--- src/rtl/serial_negate_ctrl.sv ---
// Sequencer for the bit-serial two's-complement negator: parallel word in, LSB-first
// stream out, serial result collected back into a parallel word. Optional NEG_CHECK_EN self-check.
module serial_negate_ctrl #(
  parameter int unsigned W       = 12,
  parameter int unsigned SER_LAT = 1
) (
  input  logic         t_clk,
  input  logic         r,
  input  logic         in_valid,
  output logic         in_ready,
  input  logic [W-1:0] in_data,
  output logic         ser_bit,
  output logic         ser_first,
  input  logic         ser_y,
  output logic         out_valid,
  input  logic         out_ready,
  output logic [W-1:0] out_data,
  output logic         busy,
  output logic         err
);

  localparam int unsigned CW = $clog2(W + 1);

  typedef enum logic [1:0] {S_IDLE, S_SHIFT, S_DRAIN, S_DONE} state_t;

  state_t         r_state, w_state_nxt;
  logic [W-1:0]   r_sreg, w_sreg_nxt;
  logic [W-1:0]   r_res, w_res_nxt;
  logic [W-1:0]   r_out_data;
  logic [CW-1:0]  r_tx_cnt, w_tx_nxt;
  logic [CW-1:0]  r_rx_cnt, w_rx_nxt;
  logic           r_ser_bit, r_ser_first, r_in_ready, r_out_valid, r_busy;
  logic           w_cap, w_last_rx, w_accept;

  // Capture strobe: the SHIFT-cycle valid delayed to line up with the negator's output
  generate
    if (SER_LAT == 0) begin : g_nolat
      assign w_cap = (r_state == S_SHIFT);
    end else begin : g_lat
      logic [SER_LAT-1:0] r_vpipe;
      always_ff @(posedge t_clk or posedge r) begin
        if (r) r_vpipe <= '0;
        else   r_vpipe <= (r_vpipe << 1) | SER_LAT'(r_state == S_SHIFT);
      end
      assign w_cap = r_vpipe[SER_LAT-1];
    end
  endgenerate

  assign w_last_rx = w_cap && (r_rx_cnt == CW'(W - 1));
  assign w_accept  = (r_state == S_IDLE) && in_valid;

  always_ff @(posedge t_clk or posedge r) begin
    if (r) r_state <= S_IDLE;
    else   r_state <= w_state_nxt;
  end

  always_comb begin
    w_state_nxt = r_state;
    w_sreg_nxt  = r_sreg;
    w_tx_nxt    = r_tx_cnt;
    w_rx_nxt    = r_rx_cnt;
    w_res_nxt   = r_res;
    if (w_cap) begin
      w_res_nxt = {ser_y, r_res[W-1:1]};
      w_rx_nxt  = r_rx_cnt + CW'(1);
    end
    case (r_state)
      S_IDLE: begin
        if (in_valid) begin
          w_state_nxt = S_SHIFT;
          w_sreg_nxt  = in_data;
          w_tx_nxt    = '0;
          w_rx_nxt    = '0;
        end
      end
      S_SHIFT: begin
        w_sreg_nxt = {1'b0, r_sreg[W-1:1]};
        w_tx_nxt   = r_tx_cnt + CW'(1);
        if (r_tx_cnt == CW'(W - 1)) w_state_nxt = w_last_rx ? S_DONE : S_DRAIN;
      end
      S_DRAIN: if (w_last_rx) w_state_nxt = S_DONE;
      S_DONE:  if (out_ready) w_state_nxt = S_IDLE;
      default: w_state_nxt = S_IDLE;
    endcase
  end

  // Datapath and outputs, registered from next-state values
  always_ff @(posedge t_clk or posedge r) begin
    if (r) begin
      r_sreg      <= '0;
      r_res       <= '0;
      r_out_data  <= '0;
      r_tx_cnt    <= '0;
      r_rx_cnt    <= '0;
      r_ser_bit   <= 1'b0;
      r_ser_first <= 1'b0;
      r_in_ready  <= 1'b1;
      r_out_valid <= 1'b0;
      r_busy      <= 1'b0;
    end else begin
      r_sreg      <= w_sreg_nxt;
      r_res       <= w_res_nxt;
      r_tx_cnt    <= w_tx_nxt;
      r_rx_cnt    <= w_rx_nxt;
      r_ser_bit   <= (w_state_nxt == S_SHIFT) && w_sreg_nxt[0];
      r_ser_first <= w_accept;
      r_in_ready  <= (w_state_nxt == S_IDLE);
      r_out_valid <= (w_state_nxt == S_DONE);
      r_busy      <= (w_state_nxt != S_IDLE);
      if (w_state_nxt == S_DONE && r_state != S_DONE) r_out_data <= w_res_nxt;
    end
  end

`ifdef NEG_CHECK_EN
  logic [W-1:0] r_exp;
  logic         r_err;
  // Expected result is latched at load and compared once the word is complete
  always_ff @(posedge t_clk or posedge r) begin
    if (r) begin
      r_exp <= '0;
      r_err <= 1'b0;
    end else begin
      if (w_accept) r_exp <= (~in_data) + W'(1);
      if (w_state_nxt == S_DONE && r_state != S_DONE && w_res_nxt != r_exp) r_err <= 1'b1;
    end
  end
  assign err = r_err;
`else
  assign err = 1'b0;
`endif

  assign in_ready  = r_in_ready;
  assign ser_bit   = r_ser_bit;
  assign ser_first = r_ser_first;
  assign out_valid = r_out_valid;
  assign out_data  = r_out_data;
  assign busy      = r_busy;

endmodule

--- config.mk ---
export PLATFORM = sky130hd
export DESIGN_NAME = serial_negate_ctrl
export DESIGN_NICKNAME = d
export VERILOG_FILES = /design/src/rtl/serial_negate_ctrl.sv
export SDC_FILE = /design/constraint.sdc
export NUM_CORES = 1
export LEC_CHECK = 0
export BUFFER_PORTS_ARGS = -buffer_cell sky130_fd_sc_hd__buf_4
export CORE_MARGIN = 4
export CORE_UTILIZATION = 39
export DETAILED_ROUTE_END_ITERATION = 6
export PLACE_DENSITY_LB_ADDON = 0.15
export REMOVE_ABC_BUFFERS = 1
export SYNTH_ARGS = -nofsm -noshare
export SYNTH_HDL_FRONTEND = slang
export SYNTH_SLANG_ARGS = --single-unit
--- constraint.sdc ---
create_clock -name t_clk -period 2.9 [get_ports t_clk]
set_input_delay 0.29 -clock t_clk [delete_from_list [all_inputs] [get_ports t_clk]]
set_output_delay 0.29 -clock t_clk [all_outputs]
set_load 0.005 [all_outputs]
==> qor.yml <==
crit_path_top_delay_cell: "dfrtp_1"
tns_ns: 0
numCtsBuffers: 5
grt_use_total_pct: 12.3
synth_seq_area_share_pct: 59.5
cp-start-kind: "register"
syn_area_um2: 2190
min_period_over_period_pct: 66.8
grt_pass1_wl_um: 6980
slew_headroom_pct: 30.7
clock-root-buffer: "clkbuf_8"
min_period_ns: 1.94
clock.fmax_mhz: 516
hold_viol: 0
drive_gt1_share_pct: 38.4
io_buffers: 33
clk_pin_slew_worst_paths_ns: 0.10
die_w_um: 83.0
final_nets: 216
cts_buffer_depth: 2
utilization_pct: 46.8
arrival_ns: 2.14
avgViaCountPerCell: 5.01
vias: 1352
rsz0062_at_grt: "false"
powerDensity_nw_per_um2: 927
h-tree-depth: 2
crit_buf_inv: 0
antenna_found_initial: 0
path_max_fanout: 20
start_util_pct: 40.0
grt_overflow: 0
max-cap-violations: 0
cp_data_required_time_ns: 3.10
critPathCaptureType: "register"
ios: 35
routed_wirelength_um: 3870
hold_class: "in2async"
cpPeakStageDelay_ns: 0.81
synthCells: 165
placed_area_um2: 2470
diodes: 0
crit_family: "flip-flops"
dieArea_um2: 6880
setup_violations: 0
status: "completed"
skew_ns: 0.00670
synth.avg_cell_area_um2: 13.3
rows: 27
yosysUniqueCellTypes: 33
first_global_vias: 1448
drc: 0
routedWlPerCell_um: 14.3
place_hpwl_um: 2650
fp.dieH_um: 83.0
numClockSinks: 52
crit_chain: "nand4b_4 > mux2i_1 > nand2_2 > mux2_4"
ys_warn_count: 0
final_max_slew_viol_count: 0
fp.coreArea_um2: 5470
crit_type: "reg2reg"
dr.pass1.iters: 4
peakVddDrop_uv: 450
drt-initial-drc-count: 66
syn_to_final_growth_pct: 17.0
gp_congestion: 0.735
cts_tree: "built"
final_area_um2: 2560
worst_pin_slew_ns: 1.04
cts_hold_buf: 0
post-cts-setup-buffers: 0
clk_latency_ns: 0.30
grt_max_degree: 53
cts_resized: 0
ant_nets: 0
p_leak_nw: 1.26
ys_ff_latch: 52
## Yosys cell counts, drive strengths merged
| master | count | area share, % |
|---|---|---|
| nor3b | 1 | 0.34 |
| a22oi | 10 | 3.4 |
| o21ai | 13 | 3.0 |
| clkbuf | 4 | 0.69 |
| nand4b | 1 | 1.1 |
| and4b | 1 | 0.51 |
| nand2 | 16 | 2.9 |
| inv | 2 | 0.34 |
| o21bai | 1 | 0.51 |
| nand2b | 1 | 0.29 |
| dfstp | 1 | 1.2 |
| dfrtp | 51 | 58 |
| nand3b | 3 | 1.0 |
| nor2 | 8 | 1.4 |
| o22a | 1 | 0.40 |
| a22o | 2 | 0.86 |
| conb | 1 | 0.17 |
| and2 | 1 | 0.29 |
| nor2b | 3 | 0.86 |
| xnor2 | 1 | 0.40 |
| mux2 | 26 | 15 |
| xor2 | 2 | 0.80 |
| and2b | 1 | 0.34 |
| nand4 | 2 | 0.57 |
| ha | 2 | 1.1 |
| mux2i | 3 | 1.4 |
| nand3 | 1 | 0.23 |
| buf | 6 | 2.6 |
## cell type report
type / instances / area [µm²]
Multi-Input combinational cell: 101 / 808
Timing Repair Buffer: 35 / 263
Inverter: 2 / 7.51
Clock buffer: 5 / 68.8
Clock inverter: 3 / 22.5
Tap cell: 72 / 90.1
Fill cell: 515 / 2910
Sequential cell: 52 / 1300
## where the power goes
group | switching, mW | internal, mW | total (mW)
registers | 0.186 | 0.997 | 1.18
clock network | 0.246 | 0.173 | 0.419
logic | 0.339 | 0.434 | 0.773
## metal layers
metal / track usage (%) / vias up / part of all wire, %
li1: - / 638 / -
met1: 17.0 / 674 / 45
met2: 18.5 / 33 / 49
met3: 3.47 / 7 / 4.4
met4: 4.01 / 0 / 1.6
met5: 0 / - / 0
## registers in the layout, summed over array words and instances, names as in the netlist
register / flops
in_ready: 1
g_lat.r_vpipe: 1
out_data: 12
r_res: 12
ser_bit: 1
ser_first: 1
r_sreg: 12
r_state: 2
busy: 1
r_tx_cnt: 4
r_rx_cnt: 4
out_valid: 1
## logic make-up after synthesis
family	count (synthesis)	share of synthesized area, %
flops	52	59.5
simple gates	39	9.77
mux	29	16.4
compound gates	27	8.17
buf+inv	12	3.65
xor+xnor	3	1.20
fa+ha+maj	2	1.14
other cells	1	0.171
## placed cells by master, fill, tap and decap left out, drive strengths merged, types with 2 or more instances in the layout
cell	count
buf	35
nor2	8
ha	2
xor2	2
o21ai	13
inv	3
clkinv	2
dfrtp	51
a22o	2
a22oi	10
clkbuf	5
nand2	16
nand3b	3
mux2i	3
nor2b	3
mux2	26
nand4	2
## path summary, 6_finish.rpt
kind                                        from  cells past startpoint  slack, ns                 endpoint
max reg2reg                 r_state[0]$_DFF_PP0_                      4       0.96  out_data[6]$_DFFE_PP0P_
min in group t_clk                         ser_y                      2       0.25      r_res[11]$_DFF_PP0_
max                         r_state[0]$_DFF_PP0_                      4       0.96  out_data[6]$_DFFE_PP0P_
min reg2reg                r_sreg[1]$_DFFE_PP0P_                      2       0.50    r_sreg[1]$_DFFE_PP0P_
max in group asynchronous                      r                      2       2.03     r_state[0]$_DFF_PP0_
min                                            r                      2       0.24       r_res[1]$_DFF_PP0_
## through the flow
| step | setup WS [ns] | instances | total power [mW] | hold slack, ns |
|---|---|---|---|---|
| 5_1_grt | 0.790 | 270 | 2.57 | 0.232 |
| 3_5_place_dp | 0.974 | 262 | 1.99 | 0.482 |
| 4_1_cts | 0.965 | 270 | 2.41 | 0.240 |
| 3_3_place_gp | 1.02 | 262 | 1.94 | 0.466 |
| 2_1_floorplan | 1.26 | 155 | 1.71 | 0.450 |
| 6_report | 0.963 | 270 | 2.38 | 0.240 |
(Power assumes the default switching activity.)
